===== config.mk =====
export PLATFORM = sky130hd
export DESIGN_NAME = seq_mult_param
export DESIGN_NICKNAME = d
export VERILOG_FILES = /design/src/rtl/seq_mult_param.sv
export SDC_FILE = /design/constraint.sdc
export NUM_CORES = 1
export LEC_CHECK = 0
export BUFFER_PORTS_ARGS = -buffer_cell sky130_fd_sc_hd__buf_2
export CAP_MARGIN = 40
export CORE_ASPECT_RATIO = 0.6
export CORE_MARGIN = 3
export CORE_UTILIZATION = 50
export CTS_CLUSTER_DIAMETER = 60
export CTS_CLUSTER_SIZE = 8
export DETAILED_ROUTE_END_ITERATION = 8
export GPL_TIMING_DRIVEN = 0
export PLACE_DENSITY = 0.7
export SYNTH_ARGS = -nofsm -noshare
export SYNTH_HDL_FRONTEND = slang
export SYNTH_SLANG_ARGS = --single-unit

===== constraint.sdc =====
create_clock -name clk_i -period 7.7 [get_ports clk_i]
set_clock_uncertainty 0.2 [all_clocks]
set_input_delay 1.925 -clock clk_i [delete_from_list [all_inputs] [get_ports clk_i]]
set_output_delay 1.925 -clock clk_i [all_outputs]
set_load 0.05 [all_outputs]

===== src/rtl/seq_mult_param.sv =====
// Shift-add sequential multiplier: retires one multiplier bit per cycle behind a start/busy/done handshake.
// Define SEQ_MULT_SIGNED_EN to honour signed_i (two's-complement operands); otherwise all operations are unsigned.
module seq_mult_param #(
  parameter int WIDTH = 32
) (
  input  logic               clk_i,
  input  logic               rst_n_i,
  input  logic               start_i,
  input  logic               signed_i,
  input  logic [WIDTH-1:0]   md_i,
  input  logic [WIDTH-1:0]   mr_i,
  output logic               busy_o,
  output logic               done_o,
  output logic [2*WIDTH-1:0] product_o
);

  localparam int CNT_W = $clog2(WIDTH);
  localparam logic [CNT_W-1:0] CNT_LAST = CNT_W'(WIDTH - 1);

  typedef enum logic [1:0] {
    IDLE = 2'b00,
    RUN  = 2'b01,
    DONE = 2'b10
  } state_t;

  state_t state, state_nxt;

  logic [WIDTH-1:0]   acc_hi;
  logic [WIDTH-1:0]   mr_sh;
  logic [WIDTH-1:0]   md_hold;
  logic [CNT_W-1:0]   cnt;
  logic               load;
  logic               last;
  logic [WIDTH:0]     sum;
  logic [2*WIDTH-1:0] shifted;
  logic [2*WIDTH-1:0] result;
  logic [WIDTH-1:0]   md_load;
  logic [WIDTH-1:0]   mr_load;

  assign last = (cnt == CNT_LAST);

  // The carry lands in the top bit of acc_hi once {carry, sum, mr_sh} is shifted right by one.
  assign sum     = {1'b0, acc_hi} + (mr_sh[0] ? {1'b0, md_hold} : '0);
  assign shifted = {sum, mr_sh[WIDTH-1:1]};

`ifdef SEQ_MULT_SIGNED_EN
  logic neg;
  logic neg_load;

  // -2^(WIDTH-1) negates to itself, which is exactly its unsigned magnitude.
  always_comb begin
    md_load  = md_i;
    mr_load  = mr_i;
    neg_load = 1'b0;
    if (signed_i) begin
      md_load  = md_i[WIDTH-1] ? (~md_i + WIDTH'(1)) : md_i;
      mr_load  = mr_i[WIDTH-1] ? (~mr_i + WIDTH'(1)) : mr_i;
      neg_load = md_i[WIDTH-1] ^ mr_i[WIDTH-1];
    end
  end

  always_ff @(posedge clk_i or negedge rst_n_i) begin
    if (!rst_n_i) begin
      neg <= 1'b0;
    end else if (load) begin
      neg <= neg_load;
    end
  end

  assign result = neg ? (~shifted + (2*WIDTH)'(1)) : shifted;
`else
  logic unused_signed;

  assign unused_signed = signed_i;
  assign md_load       = md_i;
  assign mr_load       = mr_i;
  assign result        = shifted;
`endif

  always_ff @(posedge clk_i or negedge rst_n_i) begin
    if (!rst_n_i) begin
      state <= IDLE;
    end else begin
      state <= state_nxt;
    end
  end

  always_comb begin
    state_nxt = IDLE;
    load      = 1'b0;
    busy_o    = 1'b0;
    done_o    = 1'b0;
    case (state)
      IDLE: begin
        if (start_i) begin
          load      = 1'b1;
          state_nxt = RUN;
        end
      end
      RUN: begin
        busy_o    = 1'b1;
        state_nxt = last ? DONE : RUN;
      end
      DONE: begin
        done_o = 1'b1;
        if (start_i) begin
          load      = 1'b1;
          state_nxt = RUN;
        end
      end
      default: state_nxt = IDLE;
    endcase
  end

  // product_o only moves on the edge that leaves RUN, so it holds between completions.
  always_ff @(posedge clk_i or negedge rst_n_i) begin
    if (!rst_n_i) begin
      acc_hi    <= '0;
      mr_sh     <= '0;
      md_hold   <= '0;
      cnt       <= '0;
      product_o <= '0;
    end else if (load) begin
      acc_hi  <= '0;
      mr_sh   <= mr_load;
      md_hold <= md_load;
      cnt     <= '0;
    end else if (state == RUN) begin
      acc_hi <= shifted[2*WIDTH-1:WIDTH];
      mr_sh  <= shifted[WIDTH-1:0];
      if (last) begin
        product_o <= result;
      end else begin
        cnt <= cnt + 1'b1;
      end
    end
  end

endmodule


==> summary.md <==
| Metric | Value |
|---|---|
| Clk network pwr share | `0.180` |
| Number of enable flip-flop cells after synthesis | `0` |
| Detailed-route DRC error count | `0` |
| Shortest clock period the worst path allows after layout | `slightly above 4 ns` |
| Critical path class | `register to output port` |
| Post-synthesis cell type with the largest combined area | `dfrtp_1` |
| Worst setup SP type | `register` |
| Achievable clock frequency | `~240 MHz` |
| Critical Path Sink Type | `output port` |
| Starting density of the core | `0.522` |
| Signal arrival time at the worst endpoint | `slightly below 2 ns` |
| Total setup buffers inserted after CTS | `0` |
| Switching part of the total | `0.466` |
| Leading cell types by total area after synthesis | `dfrtp_1 51%, nand2_1 11%, ha_1 5.2%, o21ai_0 4.8%, mux2_2 4.4%` |
| Fraction of registers with async set/reset | `1.00` |
| First element of the critical path | `state[1]` |
| Routed wire per std cell | `16.5 um` |
| Top-level port count | `134` |
| Int Pwr | `2540 uW` |
| H-tree level count | `4` |
| Commonest non-fill, non-tap cell in the layout | `nand2_1` |
| Routed met3 length | `1050 um` |
| Post-cts hold buffer count | `0` |
| Reported net switching power | `2220 uW` |
| Total nets after synthesis | `973` |
| Fraction of the cycle the final worst path needs | `0.534` |
| Most frequent cells in the layout | `242 x nand2_1, 167 x dfrtp_1, 131 x buf_2` |
| Last weighted congestion value of the routability-driven placer | `0.895` |
| Unrepaired setup endpoints after global routing | `no` |
| Result of the run | `completed` |
| # fillers | `1381` |
| Overall power of the completed layout | `4750 uW` |
| Later-pin clock latency in the skew report | `around 0.43 ns` |
| Initial antenna violation count | `0` |
| P per Cell Area | `490 nW/um^2` |
| Static leakage power | `0.00484 uW` |
| Length of the first detailed-routing pass in iterations | `5` |
| Antenna cell count | `0` |
| Vias in the first global route | `6354` |
| Total congestion overflow after global routing | `0` |
| Netlist area before placement | `8180 sq um` |
| Transition time at the pin with the least slew margin | `between 0.6 and 0.7 ns` |
| Maximum number of pins on one net before global-route repair | `123` |
| Part of the total power dissipated in sequential elements | `0.326` |
| Ratio of routed vias to standard cells | `5.39` |
| Highest routing layer actually used | `met4` |
| Relative slew margins | `0.540` |
| Global-route usage over all layers | `0.234` |
| CTS root buf | `clkbuf_16` |
| Part of the power in combinational logic | `0.494` |
| Fraction of final layout cells sized beyond drive strength 1 | `0.209` |
| Post-Route Setup TNS | `0 ns` |
| Commonest register cell after synthesis | `dfrtp_1` |
| Area growth, synth to finish | `18.7%` |
| DIE AREA | `about 18000 sq um` |
| Length of routed met2 wiring | `8440 um` |
| Highest net fanout along the worst path | `10` |
| Fraction of the mapped netlist area in simple logic gates | `0.187` |
| Worst min-delay path class | `register to register` |
| Proportion of synthesized area in mux cells | `0.0441` |
| Warning count from the yosys run | `0` |
| Average size of a mapped cell | `9.40 sq um` |
| Share of the synthesized area in the top cell type | `0.511` |
| Number of DRC markers after the initial detailed-route iteration | `538` |
| Maximum Capacitance Violations | `0` |
| Peak supply drop | `approximately 210 uV` |
| Worst endpoint required time | `approximately 5.6 ns` |
| Total of flip-flops plus latches after synthesis | `167` |
| Number of endpoints with negative hold slack in the final report | `0` |
| Detailed-routing wirelength on met1 | `~11000 um` |
| Complex-gate fraction of the synthesized area | `0.142` |
| DRT Wirelength | `20500 um` |
| Final setup fails | `0` |
| Number of slew-limit violations in the final report | `0` |
| Post-Syn Instances | `870` |
| Half-perimeter wire length after detailed placement | `15000 um` |
| Total number of nets in the final design | `1125` |
| Largest family of logic cells by synthesized area | `simple AND/OR/NAND/NOR gates` |
| Adder and majority cell fraction of the synthesized area | `0.0545` |
| Area of the core | `between 15000 and 20000 sq um` |
| Largest buffer count on any clock path | `2` |
| Global-route wire length before repair | `between 30000 and 40000 um` |
| Number of cell rows | `35` |
| Die boundary height | `about 110 um` |
| Clock-pin slew on the worst setup and hold paths | `around 0.070 ns` |
| Input/output buffers | `132` |
| Critical hold path startpoint | `md_hold[16]` |
| Chip Width | `about 170 um` |
| Clock net sink count | `approximately 170` |
| Launch point of the worst reg-to-reg path | `mr_sh[0]` |
| XOR/XNOR share of the synthesized area | `0.0332` |
| Overall via count from detail_route | `6666` |
| Post-synthesis sequential area ratio | `0.511` |
| Gates resized, CTS repair | `0` |
| Hold WS | `0.272 ns` |
| Antenna-violating nets left | `0` |
| Count of unique library cells instantiated by Yosys | `51` |
| TritonCTS clock tree | `yes` |
| Total clock buffers created by CTS | `17` |
[flip-flops by register name (all words and copies together), names as in the netlist]
| signal | flops |
|---|---|
| acc_hi | 32 |
| cnt | 5 |
| md_hold | 32 |
| mr_sh | 32 |
| product_o | 64 |
| state | 2 |
[synth_stat cells (all sizes together), types with 4 or more instances]
cell,instances
dfrtp,167
o21ai,86
a21oi,26
mux2,32
buf,13
inv,12
o2111ai,5
nor2b,4
clkbuf,29
nand4,6
xor2,15
nand2b,6
nor2,51
and2,34
xnor2,16
nand3,8
a21o,14
nand2,242
a31oi,33
ha,34
nor3,4
[worst paths after layout]
kind | to | slack [ns] | cells past startpoint
setup / recovery | busy_o | 3.59 | 4
hold / removal | md_hold[16] | 0.27 | 2
setup reg to reg | acc_hi[28] | 4.01 | 11
min in group asynchronous | mr_sh[9] | 1.17 | 1
hold reg to reg | md_hold[16] | 0.27 | 2
max in group asynchronous | acc_hi[17] | 5.20 | 2
[routing by layer]
metal | vias up | global-route usage
met4 | 0 | 0.0568
met5 | - | 0
met3 | 23 | 0.0359
met1 | 3182 | 0.378
li1 | 3260 | -
met2 | 201 | 0.328
[kinds of logic after synthesis]
logic type               after synthesis
XOR/XNOR                              31
flip-flops                           167
AO/OA/AOI/OAI                        189
multiplexers                          32
adder cells (fa/ha/maj)               35
AND/OR/NAND/NOR                      362
buffers and inverters                 54
[through the flow]
stage	setup WS (ns)	instances	util	instance area (sq um)
2_1_floorplan	4.29	870	-	8180
3_5_place_dp	3.83	1206	0.583	9130
6_report	3.59	1237	0.619	9710
4_1_cts	3.59	1237	0.619	9710
5_1_grt	3.49	1237	0.619	9710
3_3_place_gp	1.90	1205	0.580	9090
[power by group through the flow]
stage / Combinational [uW] / Sequential (uW) / Clock, uW
2_1_floorplan: 1310 / 1960 / 0
3_3_place_gp: 2280 / 1550 / 0
3_5_place_dp: 2330 / 1560 / 0
4_1_cts: 2340 / 1550 / 865
5_1_grt: 2580 / 1600 / 902
6_report: 2350 / 1550 / 856
[layout make-up]
class / count / area, sq um / area share
buffer: 42 / 191 / 0.0197
clock buffer: 17 / 425 / 0.0438
clock inverter: 14 / 153 / 0.0157
inverter: 12 / 45.0 / 0.00464
multi-input combinational: 649 / 3760 / 0.388
sequential: 167 / 4180 / 0.430
tap: 203 / 254 / 0.0262
timing repair buffer: 133 / 698 / 0.0719
[critical path: stages (launching register included)]
cell and delay, ns:
dfrtp_1 0.37, nand2b_1 0.20, inv_2 0.19, clkbuf_1 0.43, buf_2 0.37
(Power assumes the default switching activity.)
